==> config.mk <==
export PLATFORM = sky130hd
export DESIGN_NAME = debounce_multi
export DESIGN_NICKNAME = d
export VERILOG_FILES = /design/src/rtl/debounce_channel.sv /design/src/rtl/debounce_multi.sv
export SDC_FILE = /design/constraint.sdc
export NUM_CORES = 1
export LEC_CHECK = 0
export ABC_CLOCK_PERIOD_IN_PS = 3200
export CAP_MARGIN = 20
export CORE_ASPECT_RATIO = 2
export CORE_MARGIN = 3
export CORE_UTILIZATION = 48
export DETAILED_ROUTE_END_ITERATION = 8
export GPL_ROUTABILITY_DRIVEN = 0
export PLACE_DENSITY = 0.68
export SLEW_MARGIN = 10
export SYNTH_ARGS = -nofsm -noshare
export SYNTH_HDL_FRONTEND = slang
export SYNTH_SLANG_ARGS = --single-unit
==> constraint.sdc <==
create_clock -name clk -period 3.2 [get_ports clk]
set_clock_uncertainty 0.1 [all_clocks]
set_input_delay 0.48 -clock clk [delete_from_list [all_inputs] [get_ports clk]]
set_output_delay 0.48 -clock clk [all_outputs]
set_load 0.02 [all_outputs]
==> src/rtl/debounce_channel.sv <==
// One debounced button channel: resettable synchroniser, stability counter,
// edge pulses, press toggle and one-shot long-press detection.
module debounce_channel #(
    parameter int unsigned DELAY_COUNTS = 2500,
    parameter int unsigned SYNC_STAGES  = 2,
    parameter int unsigned ACTIVE_LOW   = 0,
    parameter int unsigned LONG_COUNTS  = 50_000_000
) (
    input  logic clk,
    input  logic rst_n,
    input  logic button,
    output logic pressed,
    output logic press_pulse,
    output logic release_pulse,
    output logic toggle,
    output logic long_press
);

    localparam int unsigned CNT_W = $clog2(DELAY_COUNTS + 1);
    localparam int unsigned LP_W  = $clog2(LONG_COUNTS + 1);

    localparam logic             IDLE    = 1'(ACTIVE_LOW);
    localparam logic [CNT_W-1:0] CNT_MAX = CNT_W'(DELAY_COUNTS - 1);
    localparam logic [LP_W-1:0]  LP_MAX  = LP_W'(LONG_COUNTS);
    localparam logic [LP_W-1:0]  LP_PRE  = LP_W'(LONG_COUNTS - 1);

    logic [SYNC_STAGES-1:0] sync_q, sync_d;
    logic                   stable_q, stable_d;
    logic [CNT_W-1:0]       cnt_q, cnt_d;
    logic [LP_W-1:0]        hold_q, hold_d;
    logic                   pressed_q, pressed_d;
    logic                   press_pulse_q, press_pulse_d;
    logic                   release_pulse_q, release_pulse_d;
    logic                   toggle_q, toggle_d;
    logic                   long_press_q, long_press_d;
    logic                   flip_c;

    // Next-state: qualification, edge pulses and hold tracking
    always_comb begin
        sync_d          = {sync_q[SYNC_STAGES-2:0], button};
        stable_d        = stable_q;
        cnt_d           = '0;
        flip_c          = 1'b0;
        pressed_d       = pressed_q;
        press_pulse_d   = 1'b0;
        release_pulse_d = 1'b0;
        toggle_d        = toggle_q;
        hold_d          = hold_q;
        long_press_d    = 1'b0;

        if (sync_q[SYNC_STAGES-1] != stable_q) begin
            if (cnt_q == CNT_MAX) begin
                stable_d = sync_q[SYNC_STAGES-1];
                flip_c   = 1'b1;
            end else begin
                cnt_d = cnt_q + CNT_W'(1);
            end
        end

        pressed_d       = stable_d ^ IDLE;
        press_pulse_d   = flip_c & pressed_d;
        release_pulse_d = flip_c & ~pressed_d;
        toggle_d        = toggle_q ^ press_pulse_d;

        // A release on the saturating edge suppresses the long-press pulse
        if (!pressed_q || release_pulse_d) begin
            hold_d = '0;
        end else if (hold_q != LP_MAX) begin
            hold_d = hold_q + LP_W'(1);
        end
        long_press_d = pressed_q & ~release_pulse_d & (hold_q == LP_PRE);
    end

    always_ff @(posedge clk or negedge rst_n) begin
        if (!rst_n) begin
            sync_q          <= {SYNC_STAGES{IDLE}};
            stable_q        <= IDLE;
            cnt_q           <= '0;
            hold_q          <= '0;
            pressed_q       <= 1'b0;
            press_pulse_q   <= 1'b0;
            release_pulse_q <= 1'b0;
            toggle_q        <= 1'b0;
            long_press_q    <= 1'b0;
        end else begin
            sync_q          <= sync_d;
            stable_q        <= stable_d;
            cnt_q           <= cnt_d;
            hold_q          <= hold_d;
            pressed_q       <= pressed_d;
            press_pulse_q   <= press_pulse_d;
            release_pulse_q <= release_pulse_d;
            toggle_q        <= toggle_d;
            long_press_q    <= long_press_d;
        end
    end

    assign pressed       = pressed_q;
    assign press_pulse   = press_pulse_q;
    assign release_pulse = release_pulse_q;
    assign toggle        = toggle_q;
    assign long_press    = long_press_q;

endmodule

==> src/rtl/debounce_multi.sv <==
// N-channel button debouncer; each channel is an independent debounce_channel.
module debounce_multi #(
    parameter int unsigned NUM_CH       = 4,
    parameter int unsigned DELAY_COUNTS = 2500,
    parameter int unsigned SYNC_STAGES  = 2,
    parameter int unsigned ACTIVE_LOW   = 0,
    parameter int unsigned LONG_COUNTS  = 50_000_000
) (
    input  logic              clk,
    input  logic              rst_n,
    input  logic [NUM_CH-1:0] button,
    output logic [NUM_CH-1:0] pressed,
    output logic [NUM_CH-1:0] press_pulse,
    output logic [NUM_CH-1:0] release_pulse,
    output logic [NUM_CH-1:0] toggle,
    output logic [NUM_CH-1:0] long_press
);

    for (genvar i = 0; i < NUM_CH; i++) begin : g_ch
        debounce_channel #(
            .DELAY_COUNTS (DELAY_COUNTS),
            .SYNC_STAGES  (SYNC_STAGES),
            .ACTIVE_LOW   (ACTIVE_LOW),
            .LONG_COUNTS  (LONG_COUNTS)
        ) u_ch (
            .clk           (clk),
            .rst_n         (rst_n),
            .button        (button[i]),
            .pressed       (pressed[i]),
            .press_pulse   (press_pulse[i]),
            .release_pulse (release_pulse[i]),
            .toggle        (toggle[i]),
            .long_press    (long_press[i])
        );
    end

endmodule

After elaboration in Yosys (flattened, before gate mapping)
Cells that the tools add are included.

Bits in writable memories: 0. Memories kept: 0. Output and inout bits: 20. ROM bits: 0. Register bits after elaboration: 180. Bits in latches: 0. Word-level logic and storage cells: 128. Input bits: 6.

Multipliers: 0. $lt $le $gt $ge: 0. Bitwise logic cells: 28. Eq/ne operators: 16. Div/mod/pow operators: 0. Reduce and logical (&&, ||, !) cells: 12. Add/sub/neg operators: 8. Multiplexer cells: 32. Shifts and indexed selects: 0.

Operators by type and width (count): 2-to-1 mux 26 bit (8); adder 26 x 1 -> 26 bit, second input constant (4); equality test 26 bit, second input constant (4); != test 26 bit, second input constant (4); 2-to-1 mux 12 bit (8); adder 12 x 1 -> 12 bit, second input constant (4); equality test 12 bit, second input constant (4); AND 1 bit (16); 2-to-1 mux 1 bit (16); NOT 1 bit (8); nonzero test 2 bit (4); logical NOT 1 bit (4); logical OR 1 bit (4); != test 1 bit (4); bitwise XOR 1 bit (4).

Logic depth before layout (Yosys ltp)
Word-level depth: 8. Depth in mapped cells: 7. Gate-level depth less buffers: 7.

Modules after synthesis
From an unflattened synthesis, not the netlist that was laid out.

Cell total of the unflattened synthesis: 892. Area, all modules: 8908.5 um2.

Modules (own cells, without submodules): debounce_channel (cells an instance 223, seq. area each 1126.1 um2, instances 4, area an instance 2227.1 um2).

Worst setup path after synthesis
No wires, ideal clock.

Path type: reg-to-reg. From: register g_ch[1].u_ch.hold_q[1]. To: register g_ch[1].u_ch.hold_q[20]. Stages on the path, launching flop included: 7. Data required time: 3.020 ns. Clock period less this slack: 1.989 ns. Arrival: 1.810 ns. Path buffers: 1. Setup slack: 1.211 ns. Cells stage by stage: dfrtp_1 > ha_1 > nand3_1 > or3_1 > clkbuf_1 > or4_1 > a21oi_1.

Longest elaborated chain between the ends: 3. Elaborated cells between the ends (all ways): 5. Those cells by class: add/sub (1); eq/ne (1); mux (2); reduce/logical (1).

RTL lines: from (decl) (line debounce_channel.sv:30) `logic [LP_W-1:0] hold_q, hold_d;`; from (signal assigned) (line debounce_channel.sv:89) `hold_q <= hold_d;`; adder 26 x 1 -> 26 bit (line debounce_channel.sv:69) `hold_d = hold_q + LP_W'(1);`; 2-to-1 mux 26 bit (line debounce_channel.sv:68) `end else if (hold_q != LP_MAX) begin`; 2-to-1 mux 26 bit (line debounce_channel.sv:66) `if (!pressed_q || release_pulse_d) begin`.

Parallel ways exist; a longest one is shown, timed or not. The select of a mux whose other input is x is not followed. A chain may end at the register's enable or synchronous reset.

Worst setup path in the final report
From: register g_ch[3].u_ch.hold_q[1]. To: register g_ch[3].u_ch.hold_q[18].

Longest elaborated chain between the ends: 3. Elaborated cells between the ends (all ways): 5. Those cells by class: add/sub (1); eq/ne (1); mux (2); reduce/logical (1).

RTL lines (line): from (decl) (debounce_channel.sv:30); from (signal assigned) (debounce_channel.sv:89); adder 26 x 1 -> 26 bit (debounce_channel.sv:69); 2-to-1 mux 26 bit (debounce_channel.sv:68); 2-to-1 mux 26 bit (debounce_channel.sv:66).

Parallel ways exist; a longest one is shown, timed or not. The select of a mux whose other input is x is not followed.

==> flow_summary.ini <==
[power_and_ir_drop]
pwr-share-seq_pct = 51.0
clockPowerShare_pct = 47.1
irDropWorstVdd_mv = 0.2368
internal_power_mw = 3.542
sw_frac_of_total_pct = 21.80
p_sw_uw = 987.4
p_leak_nw = 3.990
cellPowerDensity_nw_per_um2 = 465.4
power.share.combinational_pct = 1.9

[route]
wl_per_cell_um = 14.95
antenna_left = 0
vias = 6060
viasPerCell = 5.499
drt_iter0_markers = 205
drc = 0
firstDrtPassIters = 4
drt-total-wl_um = 16470

[die]
core_area_um2 = 17870
die_h_um = 196.9
die_w_um = 101.4
rows = 69
die_area_um2 = 19970
io_pins = 26
initial_utilization_pct = 48.94

[synthesis]
async_flop_share_pct = 100.0
synth_top_area_cell = dfrtp_1
synth-seq-cells = 180
syn-instance-count = 863
netlist_area_um2 = 8746
ys_seq_area_share_pct = 51.50
syn_nets = 881
synth-edff-count = 0
postSynthAreaPerCell_um2 = 10.13
yosysWarnings = 0
netlist_top_cells_area = dfrtp_1 (52%), xnor2_1 (6.9%), xor2_1 (6.1%), nor2_1 (6.0%), and3_1 (2.9%)
yosys.area.top_type_share_pct = 51.50
synth.distinct_cells = 41
synth-main-ff-cell = dfrtp_1

[clocking]
htree_num_levels = 4
cts_made_buffers = 17
clockRootBuffer = clkbuf_16
clock_path_buffers = 2
cts_hold_buf = 1
cts_setup_buffers = 0
clock_latency_ns = 0.43
cts_tree = yes
cts.sinks = 180
clk_pin_slew_ns = 0.07
cts_resized = 0

[finish]
layout.cells.non_filler = 1102
final_nets = 894
layout_common_cells = dfrtp_1 (180), nor2_1 (139), xnor2_1 (69), xor2_1 (61), nand3_1 (50)
utilization_pct = 54.46
multiInputGateArea_um2 = 3965
num_antenna_cells = 0
layout_commonest_cell = dfrtp_1
area_growth_pct = 11.27
drive_gt1_share_pct = 6.074
n_fill_cell = 1607
register_area_um2 = 4504

[placement]
post-place-cells = 1069
port_buffers = 25
hpwl_um = 11380

[global_route]
grt_pass1_vias = 6390
grt_antenna_before_repair = 0
grt_use_total_pct = 18.01
grt_pass1_wl_um = 29010
grt-ovfl-total = 0
grt_max_degree = 87

[timing]
finalCritPeriodShare_pct = 66.98
fmax_ghz = 0.4665
min_period_ns = 2.143
setup_tns_ns = 0
slew_viol_final = 0
slew_headroom_pct = 52.56
worst_pin_slew_ns = 0.7017
final_hold_viol_count = 0
finalSetupViolCount = 0
rsz0062_at_grt = false

[critical_path]
crit_fanout = 6
worstPathArrival_ns = 2.36
required_ns = 3.42
end_kind = register
setup.worst_path.class = register to register
start_kind = register

[job]
cap_violations = 0

[worst_hold_path]
hold_path_class = register to register

[run_status]
outcome = completed
[state kept, by name, summed over array words and instances (netlist names)]
register / count
g_ch.u_ch.press_pulse: 4
g_ch.u_ch.release_pulse: 4
g_ch.u_ch.sync_q: 8
g_ch.u_ch.hold_q: 104
g_ch.u_ch.toggle: 4
g_ch.u_ch.cnt_q: 48
g_ch.u_ch.stable_q: 4
g_ch.u_ch.long_press: 4
[final timing paths]
check | start | endpoint | slack, ns | cells past startpoint
setup reg to reg | g_ch[3].u_ch.hold_q[1] | g_ch[3].u_ch.hold_q[18] | 1.06 | 6
setup / recovery | g_ch[3].u_ch.hold_q[1] | g_ch[3].u_ch.hold_q[18] | 1.06 | 6
hold / removal | g_ch[2].u_ch.sync_q[0] | g_ch[2].u_ch.sync_q[1] | 0.25 | 0
max in group asynchronous | rst_n | g_ch[2].u_ch.hold_q[7] | 1.58 | 3
hold reg to reg | g_ch[2].u_ch.sync_q[0] | g_ch[2].u_ch.sync_q[1] | 0.25 | 0
min in group asynchronous | rst_n | g_ch[1].u_ch.hold_q[2] | 0.53 | 2
[final cells by class]
cell class	count	share of cell area, %
sequential	180	46.28
multi-input combinational	627	40.74
clock buffer	20	4.796
timing repair buffer	35	3.407
tap	213	2.738
clock inverter	12	1.453
inverter	15	0.5786
[cell usage after synthesis (7+ instances only)]
library cell / number
dfrtp_1: 180
nor2_1: 139
xnor2_1: 69
xor2_1: 61
nand3_1: 50
nand2_1: 48
and3_1: 41
nand4_1: 33
nor3_1: 21
buf_4: 20
nor4_1: 20
clkbuf_1: 18
and4_1: 16
a21oi_1: 15
inv_1: 15
or3_1: 13
ha_1: 12
and2_1: 10
nor3b_1: 9
nor4b_1: 8
o21ai_0: 7
[cells by family after synthesis]
logic type / after synthesis / synth area share (%)
AO/OA/AOI/OAI: 33 / 2.031
XOR/XNOR: 130 / 13.02
adder cells (fa/ha/maj): 12 / 1.717
buffers and inverters: 56 / 3.290
flip-flops: 180 / 51.50
multiplexers: 9 / 1.102
AND/OR/NAND/NOR: 443 / 27.34
[stage by stage]
stage / total power [mW] / area, um^2 / hold slack, ns / setup WS (ns)
floorplan: 2.376 / 8746 / 0.08441 / 1.211
global placement: 2.442 / 9114 / 0.2389 / 1.109
detailed placement: 2.443 / 9114 / 0.2372 / 1.060
CTS: 4.603 / 9732 / 0.2552 / 1.040
global route: 4.705 / 9732 / 0.2582 / 0.8030
finish: 4.530 / 9732 / 0.2519 / 1.057
[power groups by stage]
stage	Clock, mW	Sequential [mW]	Combinational, mW
floorplan	0	2.35	0.0285
CTS	2.20	2.31	0.0928
global placement	0	2.35	0.0909
global route	2.29	2.31	0.103
detailed placement	0	2.35	0.0909
finish	2.13	2.31	0.0873
[worst max-delay path, stage by stage, from the launching register on]
cell,delay [ns]
dfrtp_1,0.43
ha_1,0.28
nand3_1,0.14
nor4b_1,0.66
nand4_1,0.19
xor2_1,0.17
nor2_1,0.05
[routing by layer]
layer / track usage (%) / up-vias / share of wire (%)
met5: 0 / - / 0
met4: 7.742 / 0 / 1.9
met2: 33.33 / 54 / 57
li1: - / 2992 / -
met3: 3.046 / 23 / 1.6
met1: 19.65 / 2991 / 39
(Power assumes the default switching activity.)
